$ cat src/rtl/cla8_pkg.sv
// Shared types and constants for the CLA8 handshake stage: FSM states,
// operand bundle, counter width and the signed-overflow helper.
package cla8_pkg;

  localparam int CLA_WIDTH    = 8;
  localparam int SETTLE_CNT_W = 4;

  typedef enum logic [1:0] {
    IDLE   = 2'd0,
    SETTLE = 2'd1,
    HOLD   = 2'd2
  } state_e;

  typedef struct packed {
    logic [CLA_WIDTH-1:0] a;
    logic [CLA_WIDTH-1:0] b;
    logic                 cin;
  } operand_t;

  // Two's-complement overflow: like-signed operands producing a result of the other sign.
  function automatic logic signed_ovf(input logic a_msb, input logic b_msb, input logic sum_msb);
    return (a_msb == b_msb) && (sum_msb != a_msb);
  endfunction

endpackage

$ cat src/rtl/cla8_settle_timer.sv
// Loadable down-counter with zero flag; times how long operands are held
// on the adder core before the result is captured.
module cla8_settle_timer
  import cla8_pkg::*;
#(
  parameter int CNT_W = SETTLE_CNT_W
) (
  input  logic             clk,
  input  logic             rst_n,
  input  logic             load,
  input  logic [CNT_W-1:0] load_val,
  input  logic             count,
  output logic             zero
);

  logic [CNT_W-1:0] cnt_r;

  // Load has priority; counting stops at zero rather than wrapping.
  always_ff @(posedge clk) begin
    if (!rst_n) begin
      cnt_r <= CNT_W'(0);
    end else if (load) begin
      cnt_r <= load_val;
    end else if (count && (cnt_r != CNT_W'(0))) begin
      cnt_r <= cnt_r - CNT_W'(1);
    end else begin
      cnt_r <= cnt_r;
    end
  end

  assign zero = (cnt_r == CNT_W'(0));

endmodule

$ cat src/rtl/cla8_handshake_stage.sv
// Valid/ready wrapper around the external 8-bit CLA core: holds operands for
// SETTLE_CYCLES, then captures the result. Optional out_ovf port: CLA8_OVERFLOW_EN.
module cla8_handshake_stage
  import cla8_pkg::*;
#(
  parameter int WIDTH         = CLA_WIDTH,
  parameter int SETTLE_CYCLES = 4
) (
  input  logic             clk,
  input  logic             rst_n,
  input  logic             in_valid,
  output logic             in_ready,
  input  logic [WIDTH-1:0] in_a,
  input  logic [WIDTH-1:0] in_b,
  input  logic             in_cin,
  output logic [WIDTH-1:0] cla_a,
  output logic [WIDTH-1:0] cla_b,
  output logic             cla_cin,
  input  logic [WIDTH-1:0] cla_sum,
  input  logic             cla_cout,
  output logic             out_valid,
  input  logic             out_ready,
  output logic [WIDTH-1:0] out_sum,
  output logic             out_cout,
  output logic             busy
`ifdef CLA8_OVERFLOW_EN
  ,
  output logic             out_ovf
`endif
);

  if ((SETTLE_CYCLES < 1) || (SETTLE_CYCLES > 15) || (WIDTH != CLA_WIDTH)) begin : g_bad_cfg
    $error("cla8_handshake_stage: SETTLE_CYCLES must be 1..15 and WIDTH must equal CLA_WIDTH");
  end

  localparam logic [SETTLE_CNT_W-1:0] LOAD_VAL = SETTLE_CNT_W'(SETTLE_CYCLES - 1);

  state_e           state_r, state_nxt_s;
  operand_t         ops_r;
  logic [WIDTH-1:0] out_sum_r;
  logic             out_cout_r;
  logic             out_valid_r;
  logic             accept_s, capture_s, release_s;
  logic             tmr_zero_s;

  cla8_settle_timer #(.CNT_W(SETTLE_CNT_W)) u_timer (
    .clk      (clk),
    .rst_n    (rst_n),
    .load     (accept_s),
    .load_val (LOAD_VAL),
    .count    (state_r == SETTLE),
    .zero     (tmr_zero_s)
  );

  // Next-state decode and the three transaction events.
  always_comb begin
    state_nxt_s = state_r;
    accept_s    = 1'b0;
    capture_s   = 1'b0;
    release_s   = 1'b0;
    case (state_r)
      IDLE: begin
        if (in_valid) begin
          accept_s    = 1'b1;
          state_nxt_s = SETTLE;
        end else begin
          state_nxt_s = IDLE;
        end
      end
      SETTLE: begin
        if (tmr_zero_s) begin
          capture_s   = 1'b1;
          state_nxt_s = HOLD;
        end else begin
          state_nxt_s = SETTLE;
        end
      end
      HOLD: begin
        if (out_ready) begin
          release_s   = 1'b1;
          state_nxt_s = IDLE;
        end else begin
          state_nxt_s = HOLD;
        end
      end
      default: begin
        state_nxt_s = IDLE;
      end
    endcase
  end

  // State register.
  always_ff @(posedge clk) begin
    if (!rst_n) begin
      state_r <= IDLE;
    end else begin
      state_r <= state_nxt_s;
    end
  end

  // Operand registers feeding the core; they change only on accept.
  always_ff @(posedge clk) begin
    if (!rst_n) begin
      ops_r <= '{a: CLA_WIDTH'(0), b: CLA_WIDTH'(0), cin: 1'b0};
    end else if (accept_s) begin
      ops_r <= '{a: in_a, b: in_b, cin: in_cin};
    end else begin
      ops_r <= ops_r;
    end
  end

  // Result capture; values persist after the handshake, out_valid qualifies them.
  always_ff @(posedge clk) begin
    if (!rst_n) begin
      out_sum_r  <= WIDTH'(0);
      out_cout_r <= 1'b0;
    end else if (capture_s) begin
      out_sum_r  <= cla_sum;
      out_cout_r <= cla_cout;
    end else begin
      out_sum_r  <= out_sum_r;
      out_cout_r <= out_cout_r;
    end
  end

  // Output valid flag.
  always_ff @(posedge clk) begin
    if (!rst_n) begin
      out_valid_r <= 1'b0;
    end else if (capture_s) begin
      out_valid_r <= 1'b1;
    end else if (release_s) begin
      out_valid_r <= 1'b0;
    end else begin
      out_valid_r <= out_valid_r;
    end
  end

`ifdef CLA8_OVERFLOW_EN
  logic out_ovf_r;

  // Signed overflow flag, captured alongside the sum.
  always_ff @(posedge clk) begin
    if (!rst_n) begin
      out_ovf_r <= 1'b0;
    end else if (capture_s) begin
      out_ovf_r <= signed_ovf(ops_r.a[CLA_WIDTH-1], ops_r.b[CLA_WIDTH-1], cla_sum[WIDTH-1]);
    end else begin
      out_ovf_r <= out_ovf_r;
    end
  end

  assign out_ovf = out_ovf_r;
`endif

  assign in_ready  = (state_r == IDLE);
  assign busy      = (state_r == SETTLE) || (state_r == HOLD);
  assign cla_a     = ops_r.a;
  assign cla_b     = ops_r.b;
  assign cla_cin   = ops_r.cin;
  assign out_sum   = out_sum_r;
  assign out_cout  = out_cout_r;
  assign out_valid = out_valid_r;

endmodule

$ cat config.mk
export PLATFORM = sky130hd
export DESIGN_NAME = cla8_handshake_stage
export DESIGN_NICKNAME = d
export VERILOG_FILES = /design/src/rtl/cla8_pkg.sv /design/src/rtl/cla8_settle_timer.sv /design/src/rtl/cla8_handshake_stage.sv
export SDC_FILE = /design/constraint.sdc
export NUM_CORES = 1
export LEC_CHECK = 0
export BUFFER_PORTS_ARGS = -buffer_cell sky130_fd_sc_hd__buf_2
export CAP_MARGIN = 20
export CORE_AREA = 2 2 69 51
export DETAILED_ROUTE_END_ITERATION = 12
export DIE_AREA = 0 0 71 53
export GPL_ROUTABILITY_DRIVEN = 0
export MAX_ROUTING_LAYER = met4
export PLACE_DENSITY = 0.79
export SLEW_MARGIN = 10
export SYNTH_ARGS = -nofsm -noshare
export SYNTH_HDL_FRONTEND = slang
export SYNTH_SLANG_ARGS = --single-unit
$ cat constraint.sdc
create_clock -name clk -period 4.1 [get_ports clk]
set_clock_uncertainty 0.05 [all_clocks]
set_input_delay 0 -clock clk [delete_from_list [all_inputs] [get_ports clk]]
set_output_delay 0 -clock clk [all_outputs]
set_load 0.005 [all_outputs]
After elaboration in Yosys (flattened, before gate mapping)

Cells that the tools add are included.

$add $sub $neg: 1
Muxes and demuxes: 14
Equal/unequal tests: 2
$mul: 0
Divide/modulo/power cells: 0
$lt $le $gt $ge: 0
Bitwise operators: 1
Shift-type cells: 0
Reduce and logical (&&, ||, !) cells: 8

Operator list:

| kind                  | number |
|---|---|
| $mux W1               | 9 |
| $mux W2               | 4 |
| $pmux W2 S3           | 1 |
| $logic_not A4 Y1      | 1 |
| $reduce_bool A2 Y1    | 2 |
| $reduce_bool A4 Y1    | 1 |
| $sub A4 B1 Y4 const B | 1 |
| $eq A2 B1 Y1 const B  | 1 |
| $eq A2 B2 Y1 const B  | 1 |
| $logic_not A2 Y1      | 1 |
| $reduce_or A2 Y1      | 1 |
| $logic_and A1 B1 Y1   | 1 |
| $logic_or A1 B1 Y1    | 1 |
| $not A1 Y1            | 1 |

Flip-flop bits (word level): 33
Bits in read-only memories: 0
RAM bits: 0
Latch bits: 0
Memories kept: 0
Input bits: 30

Depth between registers and ports, before layout

Gate-level depths: netlist (run 1).

Word-level depth: 4
Mapped depth: 7
Gate-level depth less buffers: 5

Hierarchy

From an unflattened synthesis (run 1), not the netlist that was laid out.

Cells, all modules: 172
Area total of the unflattened synthesis: 1,557.7 sq um

By module, submodules not included:

| module               | instances | area each (sq um) | cells each |
|---|---|---|---|
| cla8_handshake_stage | 1         | 1,301.2           | 141 |
| cla8_settle_timer    | 1         | 256.5             | 31 |

Worst setup path after synthesis (run 1)

No wires, ideal clock.

Path kind: register to register
Start point: register u_timer.cnt_r[0]
End point: register u_timer.cnt_r[0]
Buffers on the path: 1
Setup time: 120 ps
Data arrival time: 1,435 ps
Path slack: 2,496 ps
Required time: 3,930 ps
Cell stages (with the launch flop): 7
Cell sequence: dfxtp_1 inv_1 ha_1 or3b_1 buf_2 and3_1 o31a_1

Cells in the longest elaborated chain, start to end: 3
Elaborated cells on any way between the ends: 6
Classes of those cells: 1 x add/sub; 2 x mux; 3 x reduce/logical

Ends and longest elaborated chain:

| item                                                       | RTL line                                         | source |
|---|---|---|
| start, declared                                            | cla8_settle_timer.sv:16                          | `logic [CNT_W-1:0] cnt_r;` |
| start signal, assigned                                     | cla8_settle_timer.sv:23                          | `cnt_r <= load_val;` |
| start signal, assigned                                     | cla8_settle_timer.sv:25                          | `cnt_r <= cnt_r - CNT_W'(1);` |
| start signal, assigned                                     | cla8_settle_timer.sv:27                          | `cnt_r <= cnt_r;` |
| $sub A4 B1 Y4 / $reduce_bool A4 Y1 (equally long branches) | cla8_settle_timer.sv:25, cla8_settle_timer.sv:24 |  |
| $mux W2 / $logic_and A1 B1 Y1 (equally long branches)      | cla8_settle_timer.sv:24                          | `end else if (count && (cnt_r != CNT_W'(0))) begin` |
| $mux W2 / $reduce_bool A2 Y1 (equally long branches)       | --                                               |  |

Several ways; a longest one is shown, not always the timed one. The select of a mux whose other input is x is not followed.
A chain may end at the register's enable or synchronous reset.

Final worst setup path (run 1)

Start point: register state_r[0]
End point: register u_timer.cnt_r[1]

Cells in the longest elaborated chain, start to end: 3
Elaborated cells on any way between the ends: 6
Classes of those cells: 1 x eq/ne; 2 x mux; 3 x reduce/logical

Ends and longest elaborated chain:

| item                                                    | RTL line                                               | source |
|---|---|---|
| start, declared                                         | cla8_handshake_stage.sv:38                             | `state_e state_r, state_nxt_s;` |
| start signal, assigned                                  | cla8_handshake_stage.sv:97                             | `state_r <= state_nxt_s;` |
| $logic_not A2 Y1 / $eq A2 B1 Y1 (equally long branches) | cla8_handshake_stage.sv:61, cla8_handshake_stage.sv:51 |  |
| $mux W1 / $logic_and A1 B1 Y1 (equally long branches)   | cla8_handshake_stage.sv:61, cla8_settle_timer.sv:24    |  |
| $mux W2 / $reduce_bool A2 Y1 (equally long branches)    | --                                                     |  |

Several ways; a longest one is shown, not always the timed one.

==> results of run 1 <==
[timing repair]
action                                 in CTS  in global routing
hold buffers                               27                  0
buffers inserted                            0                  0
setup endpoints to repair                   0                  0
endpoints found under the hold margin      27                  0
[logic make-up (layout without fill, tap and decap cells)]
| family | after synthesis | in the layout | share of synthesized area (%) |
|---|---|---|---|
| AND/OR/NAND/NOR | 71 | 71 | 23.2 |
| AO/OA/AOI/OAI | 35 | 35 | 18.7 |
| flip-flops | 33 | 33 | 48.9 |
| buffers and inverters | 15 | 99 | 4.54 |
| adder cells (fa/ha/maj) | 5 | 5 | 4.63 |
[power by group]
group          internal (mW)  leakage (nW)  total [mW]  switching, mW
clock                  0.117        0.0450       0.227          0.109
sequential             0.345         0.270       0.357         0.0126
combinational         0.0707         0.603       0.138         0.0672
total                  0.533         0.918       0.722          0.189
[sequential cells by signal, summed over array words and instances (netlist names)]
signal	flops
cla_b	8
cla_cin	1
out_sum	8
out_cout	1
u_timer.cnt_r	4
out_valid	1
cla_a	8
state_r	2
[cell type report]
cell class                 count  area [um2]  share of cell area (%)
clock buffer                   6        72.6                    3.62
clock inverter                 2        10.0                   0.499
inverter                       5        18.8                   0.936
multi-input combinational    111         628                    31.3
sequential                    33         661                    32.9
timing repair buffer          86         568                    28.3
tap                           38        47.5                    2.37
[how the worst min path moves through the flow]
| stage | cells past startpoint | to | from | slack (ps) |
|---|---|---|---|---|
| 6_report | 4 | u_timer.cnt_r[3]$_SDFFE_PP0P_ | in_valid | 70 |
| 5_1_grt | 4 | u_timer.cnt_r[3]$_SDFFE_PP0P_ | in_valid | 90 |
| 4_1_cts | 4 | u_timer.cnt_r[3]$_SDFFE_PP0P_ | in_valid | 70 |
| 3_5_place_dp | 3 | out_sum[0]$_SDFFE_PN0P_ | cla_sum[0] | 200 |
| 3_3_place_gp | 3 | out_sum[0]$_SDFFE_PN0P_ | cla_sum[0] | 190 |
| 2_1_floorplan | 2 | out_sum[0]$_SDFFE_PN0P_ | cla_sum[0] | 80 |
[stage by stage]
step / hold WS, ps / setup slack [ps]
after global routing: 90.9 / 2270
after CTS: 69.1 / 2410
after floorplan: 84.8 / 2500
final: 71.8 / 2410
after global placement: 195 / 2450
after detailed placement: 203 / 2410
[cell usage in the layout, fill, tap and decap left out, types with 5 or more instances in the layout]
master,instances
clkbuf_8,5
a21boi_0,25
inv_1,5
ha_1,5
nand2_1,57
buf_2,58
dfxtp_1,33
dlygate4sd3_1,27
a21oi_1,5
[critical path, stage by stage, from the launching register on]
cell and delay (ps):
dfxtp_1 350, inv_1 70, ha_1 230, and2_1 370, a211o_1 350, and3_1 160
[per-layer routing]
layer / vias to the layer above / GRT usage [%] / share of wire (%)
met4: 0 / 5.97 / 0.98
met1: 557 / 21.7 / 45
li1: 683 / - / -
met5: - / - / 0
met2: 37 / 31.6 / 49
met3: 4 / 7.05 / 5.1
[synthesized netlist by cell type]
cell type	count	share of area (%)
nand2b_1	2	0.93
nand2_1	57	16
clkbuf_1	6	1.7
inv_1	5	1.4
or3b_1	1	0.65
nand4bb_1	1	0.83
ha_1	5	4.6
dfxtp_1	33	49
nor2_1	1	0.28
nor2b_1	1	0.46
a211o_1	1	0.65
and3_1	2	0.93
nor4b_1	1	0.65
nand4_1	2	0.93
o31ai_1	1	0.56
buf_2	4	1.5
a21boi_0	25	14
and2_1	1	0.46
or3_1	1	0.46
o31a_1	1	0.65
a21oi_1	5	1.9
nor4bb_1	1	0.74
a21boi_1	2	1.1
==> flow_results.org, run 1 <==
** Synth
- Area of the mapped netlist :: 1350 um2
- Synthesis produced a netlist whose cell count is 159.
- Yosys warning total :: 0
- Synthesis produced a netlist with a net count of 194.
- The share of the Yosys chip area taken by registers is 48.9%.
- After synthesis the netlist holds a flip-flop and latch count of 33.
- Synthesized area per cell :: 8.49 um2
- Distinct cells, synth :: 23

** Pwr
- The analysis attributes to cell leakage a power of 0.918 nW.
- Power after layout :: 722 uW
- Dividing total power by cell area gives a power density of 360 nW/um2.
- IR drop worst, VDD :: 0.000237 V

** Final layout
- Number of diodes added for antenna fixing :: 0
- Final std cells w/o fill :: 281
- Measured on the finished design, the core utilization comes to 65.0%.
- Final std cell area, no fill :: 2010 um2
- Count of filler cells inserted in the layout :: 275
- Compared with the post-synthesis result, the final layout area differs by 48.6%.
- Post-layout net count :: 277
- Share of post-route cells with drive strength above 1 :: 27.2%

** Place
- After detailed placement, the total cell area comes to 1650 um2.
- The count of buffers added on input and output ports is 58.
- DP Wirelength :: 1.98 mm
- Placed insts :: 246

** Drt
- After detailed routing, the number of remaining DRC violations is 0.
- Count of TritonRoute iterations in the first routing pass :: 4
- After detailed routing, the average wire length per cell comes to 11.6 um.
- Number of DRC markers after the initial detailed-route iteration :: 73
- Summed over all layers, the routed wires come to 3.25 mm.
- Via count of the routed design :: 1281
- Using the TritonRoute via totals, the vias-per-cell ratio works out to 4.56.
- Count of nets left with antenna violations after detail routing :: 0

** Clock network
- CTS placed an instance of clkbuf_8 at the clock tree root.
- PostCTS Resize Cnt :: 0
- Max H-tree Level :: 2
- Number of buffers created by CTS :: 5
- Worst-skew pair later-pin latency :: 270 ps
- TritonCTS built the clock tree.
- After clock tree synthesis, the clock-pin slew on the worst setup and hold paths is 70 ps.
- Total number of clock tree sinks :: 33
- Maximum clock insertion buffer count :: 2

** Floorplanning
- Measured along the y axis, the die boundary spans 53 um.
- Floorplan core area :: 3080 um2
- Row cnt :: 17
- Initial core utilization :: 43.8%
- DIE AREA :: 3760 um2
- Top-Level Pins :: 59
- The die is 71 um wide.

** Min path
- The worst hold path belongs to the class primary input to flop.

** GRT
- Global route overflow :: 0
- Vias in the first global route :: 1181
- Maximum number of pins on one net before global-route repair :: 33
- Global routing consumed, over all layers together, 19.0% of the routing resources.
- Antenna violations before repair :: 0
- The first global-routing pass estimated 5.30 mm of wire.

** Setup path
- Source of the worst register-to-register timing path :: state_r[0]$_SDFF_PN0_
- Measured in cells, the most critical reg-to-reg path has a length of 5.
- End of the worst register-to-register path :: u_timer.cnt_r[1]$_SDFFE_PN0P_
- The critical path is of the flop to flop type.
- Tracing the worst setup path back leads to its startpoint at state_r[0]$_SDFF_PN0_.
- Startpoint type of the worst setup path :: flop
- Data on the critical path arrives at its endpoint at 1800 ps.
- CP max FO :: 20
- Data required time at the worst endpoint :: 4220 ps
- Endpoint of the most critical setup path :: u_timer.cnt_r[1]$_SDFFE_PN0P_
- Setup slack of the most critical reg-to-reg path :: 2410 ps
- STA classifies the critical path endpoint as a flop.

** STA
- For this run, the top clock speed supported by timing is 0.593 GHz.
- In the finished design, the share of the clock period the worst path needs comes to 41.1%.
- Setup TNS :: 0 ps
- The worst path needs 1690 ps of the cycle, external delays included.
- The number of endpoints with negative hold slack in the final report was 0.
- Endpoints failing setup :: 0
- The worst pin sits at a relative slew slack of 54.7%.
- At the pin with the least slew margin, the transition time is 679 ps.
- Number of pins exceeding their max-slew limit in the final report :: 0
- Unrepaired setup endpoints after global routing :: false

** Run status
- Outcome :: finished, final reports clean

** Run
- Max cap viols :: 0
(Power assumes the default switching activity.)
==> run 2: changes to the inputs <==
- clock period: 4.1 -> 1.7 ns (I/O delays scaled with it)
==> run 2 against run 1 <==
Total power increased by 150%. Cell area is 2.7% higher. Global-route usage rose by 0.24 points. Sequential power is 140% higher. Utilization rose by 1.8 points. Clock power is 150% higher. Sequential share of layout area down 0.88 points. Register-to-register slack worse by 2300 ps. Critical path depth did not move. Die area unchanged. Largest power group unchanged. Highest routed layer unchanged.
==> flow_results.org, run 2 (synthesis gave the netlist of run 1 again) <==
** Run status
- Outcome: finished, final reports clean (unchanged).

** Floorplanning
- The placeable core area is 3080 um2 (unchanged).
- The effective utilization at floorplan is 43.8% (unchanged).
- Die outline height :: 53 um (unchanged)
- The count of boundary I/O pins is 59 (unchanged).
- Row cnt :: 17 (unchanged)
- Horizontal die dimension :: 71 um (unchanged)
- DIE AREA :: 3760 um2 (unchanged)

** STA
- The achievable frequency was 0.624 GHz (was 0.593 GHz).
- The shortest period the worst path allows is 1600 ps (was 1690 ps).
- Worst-Margin Slew :: 370 ps (was 679 ps)
- Max-slew headroom at the worst pin :: 75.0% (was 54.7%)
- The max-slew violation count is 0 (unchanged).
- Endpoints failing setup :: 0 (unchanged)
- Final cycle utilization of the critical path :: 94.3% (was 41.1%)
- The final worst slack came to 97.3 ps (was 2410 ps).
- Unrepaired setup endpoints after global routing: false (unchanged).
- Setup TNS :: 0 ps (unchanged)
- Final-report hold violation count :: 0 (unchanged)

** Final layout
- The layout overhead on the synthesized area was 52.6% (was 48.6%).
- The sequential cell area in the final layout is 661 um2 (unchanged).
- Post-layout net count :: 284 (was 277)
- Count of filler cells inserted in the layout :: 257 (was 275)
- The area of combinational cells with multiple inputs was 631 um2 (was 628 um2).
- Share of post-route cells with drive strength above 1 :: 29.6% (was 27.2%)
- Most common cell after layout, fill and taps aside :: buf_2 (unchanged)
- Number of diodes added for antenna fixing :: 0 (unchanged)
- Highest-count cells in the layout ignoring fill and taps: buf_2 (58), nand2_1 (57), dfxtp_1 (33) (unchanged).

** Setup path
- The arrival time at the worst endpoint is 1720 ps (was 1800 ps).
- The kind of start point of the critical path was a flop (unchanged).
- Startpoint-to-endpoint class of the critical path :: flop to flop (unchanged)
- CP max FO :: 6 (was 20)
- Nature of the critical path endpoint :: flop (unchanged)
- Data required time at the worst endpoint :: 1820 ps (was 4220 ps)

** Pwr
- The leakage power of the design came to 0.951 nW (was 0.918 nW).
- The power density over the cells was 869 nW/um2 (was 360 nW/um2).
- IR drop worst, VDD :: 0.000576 V (was 0.000237 V)
- The total power draw is 1.79 mW (was 722 uW).

** Clock network
- Maximum clock insertion buffer count :: 2 (unchanged)
- Worst-skew pair later-pin latency :: 280 ps (was 270 ps)
- The sink count of the clock tree was 33 (unchanged).
- The depth of the CTS H-tree is 2 (unchanged).
- The clock slew at the register clock pins of the worst setup and hold paths came to 70 ps (about the same).
- Number of buffers created by CTS :: 5 (unchanged)
- The number of post-CTS setup repair buffers is 0 (unchanged).
- The TritonCTS clock tree is done (unchanged).
- Cell chosen for the clock root :: clkbuf_8 (unchanged)

** Place
- Buffers on Ports :: 58 (unchanged)
- The half-perimeter wire length of the detailed placement result was 2.09 mm (was 1.98 mm).
- Setup Slack @ Placement :: 70.8 ps (was 2410 ps)

** Min path
- The worst min-delay path category is primary input to flop (unchanged).

** Drt
- Count of unresolved DRC violations after routing :: 0 (unchanged)
- The average detailed-routed wire length per instance came to 11.8 um (was 11.6 um).
- The number of DRC violations after detailed-routing iteration 0 came to 52 (was 73).
- Via density per instance :: 4.71 (was 4.56)
- The count of vias placed by the detailed router is 1356 (was 1281).
- Count of TritonRoute iterations in the first routing pass :: 4 (unchanged)
- Total routed wirelength :: 3.40 mm (was 3.25 mm)
- The number of nets still failing antenna checks after routing came to 0 (unchanged).

** GRT
- Vias in the first global route :: 1251 (was 1181)
- Global-route usage over all layers :: 19.2% (was 19.0%)
- The initial antenna violation count is 0 (unchanged).
- The wire length of the first global-routing pass came to 5.37 mm (was 5.30 mm).
- The pin count of the biggest net entering global routing is 21 (was 33).
- Global route overflow :: 0 (unchanged)

** Run
- Max cap viols :: 0 (unchanged)
==> run 2: timing repair <==
action,CTS,global route
setup endpoints to repair,0,2
endpoints found under the hold margin,27,0
gates resized for setup,0,1
hold buffers,27,0
==> run 2: stage by stage <==
stage	utilization (%)	instances	hold WS, ps	instance area (um2)
finish	66.8	288	28.4	2060
global route	66.8	288	37.0	2060
CTS	66.7	288	21.4	2060
detailed placement	55.3	253	200	1710
global placement	55.3	253	195	1710
floorplan	-	159	84.8	1350
==> run 2: power by group <==
part	internal, mW	total (mW)	switching, mW
logic	0.198	0.369	0.171
registers	0.831	0.861	0.0300
clock network	0.283	0.561	0.278
==> run 2: final cells by class <==
type / instances / share of cell area [%]
clock buffer: 6 / 3.52
clock inverter: 2 / 0.486
inverter: 5 / 0.911
multi-input combinational: 111 / 30.6
sequential: 33 / 32.1
tap: 38 / 2.31
timing repair buffer: 93 / 30.1
==> run 2: worst max-delay path: stages, from the launching register on <==
cell	delay, ps
dfxtp_1	310
inv_1	80
ha_1	180
or3b_4	420
and3_1	190
o31a_1	260
==> run 2: final timing paths <==
kind / startpoint / to / slack (ps) / cells after the start
max: u_timer.cnt_r[0]$_SDFFE_PN0P_ / u_timer.cnt_r[0]$_SDFFE_PN0P_ / 100 / 5
min: in_valid / u_timer.cnt_r[3]$_SDFFE_PP0P_ / 30 / 4
max reg2reg: u_timer.cnt_r[0]$_SDFFE_PN0P_ / u_timer.cnt_r[0]$_SDFFE_PN0P_ / 100 / 5
min reg2reg: cla_a[4]$_SDFFE_PN0P_ / cla_a[4]$_SDFFE_PN0P_ / 410 / 2
==> run 2: layer usage <==
| metal | GRT usage [%] | vias up | part of all wire (%) |
|---|---|---|---|
| met1 | 20.6 | 620 | 45 |
| li1 | - | 698 | - |
| met5 | - | - | 0 |
| met3 | 6.86 | 5 | 4.3 |
| met2 | 34.3 | 33 | 49 |
| met4 | 5.66 | 0 | 0.97 |
==> run 3: changes to the inputs <==
- ABC_AREA: not set -> 1
- CORE_AREA: 2 2 69 51 -> 2 2 67 50
- DIE_AREA: 0 0 71 53 -> 0 0 69 52
- PLACE_DENSITY: 0.79 -> 0.8
==> run 3 against run 2 <==
Critical path type unchanged. Sequential cell count did not move. Die area fell by 4.7%. Final cell count increased by 1.0%.
==> flow_results.org, run 3 <==
** Run status
- Outcome :: finished, final reports clean (unchanged)

** STA
- Worst-Margin Slew :: 390 ps (was 370 ps)
- The achievable frequency is 0.704 GHz (was 0.624 GHz).
- Unrepaired setup endpoints after global routing: false (unchanged).
- Setup TNS :: 0 ps (unchanged)
- The number of endpoints with negative hold slack in the final report came to 0 (unchanged).
- Final cycle utilization of the critical path :: 83.5% (was 94.3%)
- The setup violation total in the final timing report is 0 (unchanged).
- The max-slew violation count was 0 (unchanged).
- The shortest period the worst path allows came to 1420 ps (was 1600 ps).
- The final worst slack is 280 ps (was 97.3 ps).
- The worst slew slack as a fraction of its limit came to 74.0% (was 75.0%).
- Hold Slack :: 103 ps (was 28.4 ps)

** Synth
- Yosys warning total :: 0 (unchanged)
- Arithmetic-cell share of the synthesized area counting full adders, half adders and majority gates :: 4.86% (was 4.63%)
- The sequential element share of the synthesized area was 51.3% (was 48.9%).
- Most numerous cell types in the synthesized netlist :: nor2_1 (39), dfxtp_1 (33), o21ai_0 (26) (was nand2_1 (57), dfxtp_1 (33), a21boi_0 (25))
- The post-synthesis instance area is 1290 um2 (was 1350 um2).
- Mapped Cells :: 163 (was 159)
- Post-synth net total :: 198 (was 194)
- The flip-flop and latch count after synthesis is 33 (unchanged).
- The async set-or-reset flop fraction in the synthesized netlist came to 0% (unchanged).
- The compound-gate portion of the synthesized area is 16.6% (was 18.7%).
- Largest family of logic cells by synthesized area :: simple AND/OR/NAND/NOR gates (unchanged)
- Number of synthesized flops with an enable pin :: 0 (unchanged)
- Count leader, synth :: nor2_1 (was nand2_1)
- Yosys top cell area share :: 51.3% (was 48.9%)
- The average footprint of a synthesized cell came to 7.90 um2 (was 8.49 um2).
- Cell type contributing the most total cell area after synthesis :: dfxtp_1 (unchanged)
- Cell types with the largest area share after synthesis :: dfxtp_1 (51%), nor2_1 (11%), o21ai_0 (10%) (was dfxtp_1 (49%), nand2_1 (16%), a21boi_0 (14%))
- The number of unique standard cell types used by synthesis was 19 (was 23).
- The most instantiated flip-flop cell in the synthesis netlist is dfxtp_1 (unchanged).
- Share of cell area taken by muxes after synthesis :: 0% (unchanged)
- Simple-gate share of the synthesized area :: 19.4% (was 23.2%)
- Synth Area in XOR/XNOR :: 0% (unchanged)

** Setup path
- Nature of the critical path endpoint :: flop (unchanged)
- The arrival time at the worst endpoint was 1530 ps (was 1720 ps).
- Peak per-stage delay on the critical path :: 340 ps (was 420 ps)
- The slowest library cell on the worst path was dfxtp_1 (was or3b_4).
- Chain of cells forming the critical path :: inv_1 -> ha_1 -> nand3_4 -> o21ai_0 -> a21oi_1 (was inv_1 -> ha_1 -> or3b_4 -> and3_1 -> o31a_1)
- Startpoint type of the worst setup path :: flop (unchanged)
- Data required time at the worst endpoint :: 1820 ps (about the same)
- The type of the worst setup path is flop to flop (unchanged).
- Worst Reg2Reg Path Length in Cells :: 5 (unchanged)
- The largest fanout on the critical path was 20 (was 6).

** Place
- The half-perimeter wire length of the detailed placement result is 2.03 mm (was 2.09 mm).
- The worst slack at placement came to 195 ps (was 70.8 ps).
- Buffers on Ports :: 58 (unchanged)

** Floorplanning
- The floorplan die area is 3590 um2 (was 3760 um2).
- The count of standard-cell rows is 17 (unchanged).
- The width of the chip is 69 um (was 71 um).
- Top-Level Pins :: 59 (unchanged)
- Floorplan core area :: 2980 um2 (was 3080 um2)
- The effective utilization at floorplan came to 43.2% (was 43.8%).
- The vertical extent of the die came to 52 um (was 53 um).

** Final layout
- The number of nets at the end of the flow was 287 (was 284).
- The layout overhead on the synthesized area came to 53.7% (was 52.6%).
- Highest-count cells in the layout ignoring fill and taps: buf_2 (58), nor2_1 (39), dfxtp_1 (33) (was buf_2 (58), nand2_1 (57), dfxtp_1 (33)).
- Count of filler cells inserted in the layout :: 250 (was 257)
- Share of post-route cells with drive strength above 1 :: 28.9% (was 29.6%)
- The commonest non-fill, non-tap cell in the layout is buf_2 (unchanged).
- The number of antenna repair diodes was 0 (unchanged).

** Drt
- Via count of the routed design :: 1318 (was 1356)
- The wire length after detailed routing was 3.39 mm (was 3.40 mm).
- The number of nets still failing antenna checks after routing came to 0 (unchanged).
- The number of DRC violations after detailed-routing iteration 0 is 128 (was 52).
- Avg WL per Cell :: 11.7 um (was 11.8 um)
- The DRC violations left is 0 (unchanged).
- The mean number of vias per cell was 4.53 (was 4.71).
- The length of the first detailed-routing pass in iterations came to 4 (unchanged).

** GRT
- The leftover overflow at the end of global routing came to 0 (unchanged).
- The wire length of the first global-routing pass came to 5.47 mm (was 5.37 mm).
- Maximum number of pins on one net before global-route repair :: 28 (was 21)
- Antenna violations before repair :: 0 (unchanged)
- Vias in the first global route :: 1244 (was 1251)
- Global-route usage over all layers :: 20.1% (was 19.2%)

** Clock network
- Count of buffers added by post-CTS timing repair for setup :: 0 (unchanged)
- The clock insertion delay at the later pin of the skew report was 270 ps (was 280 ps).
- Number of buffers created by CTS :: 5 (unchanged)
- The sink count of the clock tree came to 33 (unchanged).
- The number of buffers between clock root and the deepest sink came to 2 (unchanged).
- Cell chosen for the clock root :: clkbuf_8 (unchanged)
- The depth of the CTS H-tree came to 2 (unchanged).
- The clock slew at the register clock pins of the worst setup and hold paths is 70 ps (about the same).
- The TritonCTS clock tree is done (unchanged).

** Min path
- The worst min-delay path category was primary input to flop (unchanged).
- The number of cells traversed by the worst hold path came to 6 (was 4).

** Pwr
- Cell leakage power :: 0.946 nW (was 0.951 nW)
- The power density over the cells is 969 nW/um2 (was 869 nW/um2).
- IR drop worst, VDD :: 0.000659 V (was 0.000576 V)

** Run
- The reported max-cap violation count was 0 (unchanged).
[run 3: path summary, 6_finish.rpt]
path	slack, ps	endpoint	startpoint
worst max-delay path	280	out_sum[6]$_SDFFE_PN0P_	state_r[1]$_SDFF_PN0_
worst max register to register	280	out_sum[6]$_SDFFE_PN0P_	state_r[1]$_SDFF_PN0_
worst min register to register	390	out_sum[1]$_SDFFE_PN0P_	out_sum[1]$_SDFFE_PN0P_
worst min-delay path	100	u_timer.cnt_r[3]$_SDFFE_PP0P_	in_valid
[run 3: what timing repair did]
item | 4_1_cts | 5_1_grt
endpoints found under the setup margin | 0 | 1
hold endpoints to repair | 27 | 0
hold buffers | 27 | 0
resized for setup | 0 | 1
[run 3: power by group]
| part | switching (mW) | internal, mW |
|---|---|---|
| Clock | 0.267 | 0.283 |
| Combinational | 0.234 | 0.223 |
| Sequential | 0.0461 | 0.864 |
| Total | 0.547 | 1.37 |
[run 3: logic make-up after synthesis]
group,Yosys count
simple gates,59
compound gates,42
fa+ha+maj,5
buf+inv,24
flops,33
[run 3: critical path: cells and delay by family (launching register included)]
family | cells | cell delay (ps)
simple gates | 1 | 230
compound gates | 2 | 300
flops | 1 | 340
buf+inv | 1 | 100
fa+ha+maj | 1 | 300
[run 3: final cells by class]
| type | instances | area [um2] | share of cell area, % |
|---|---|---|---|
| Clock inverter | 2 | 10.0 | 0.506 |
| Tap cell | 38 | 47.5 | 2.40 |
| Timing Repair Buffer | 89 | 591 | 29.8 |
| Clock buffer | 6 | 72.6 | 3.67 |
| Multi-Input combinational cell | 106 | 534 | 27.0 |
| Sequential cell | 33 | 661 | 33.4 |
| Inverter | 17 | 63.8 | 3.22 |
[run 3: stage by stage]
stage          cells  utilization [%]  total power [mW]  cell area [um2]
3_3_place_gp     256             54.4              1.31             1620
3_5_place_dp     256             54.4              1.32             1620
6_report         291             66.5              1.92             1980
2_1_floorplan    163                -              1.16             1290
5_1_grt          291             66.5              2.04             1980
4_1_cts          291             66.2              1.92             1970
[run 3: layer usage]
| layer | share of wire (%) | global-route usage [%] | vias up |
|---|---|---|---|
| met5 | 0 | - | - |
| met4 | 1.6 | 8.82 | 0 |
| met3 | 6.2 | 6.59 | 7 |
| met2 | 47 | 32.7 | 47 |
| met1 | 45 | 23.2 | 564 |
| li1 | - | - | 700 |
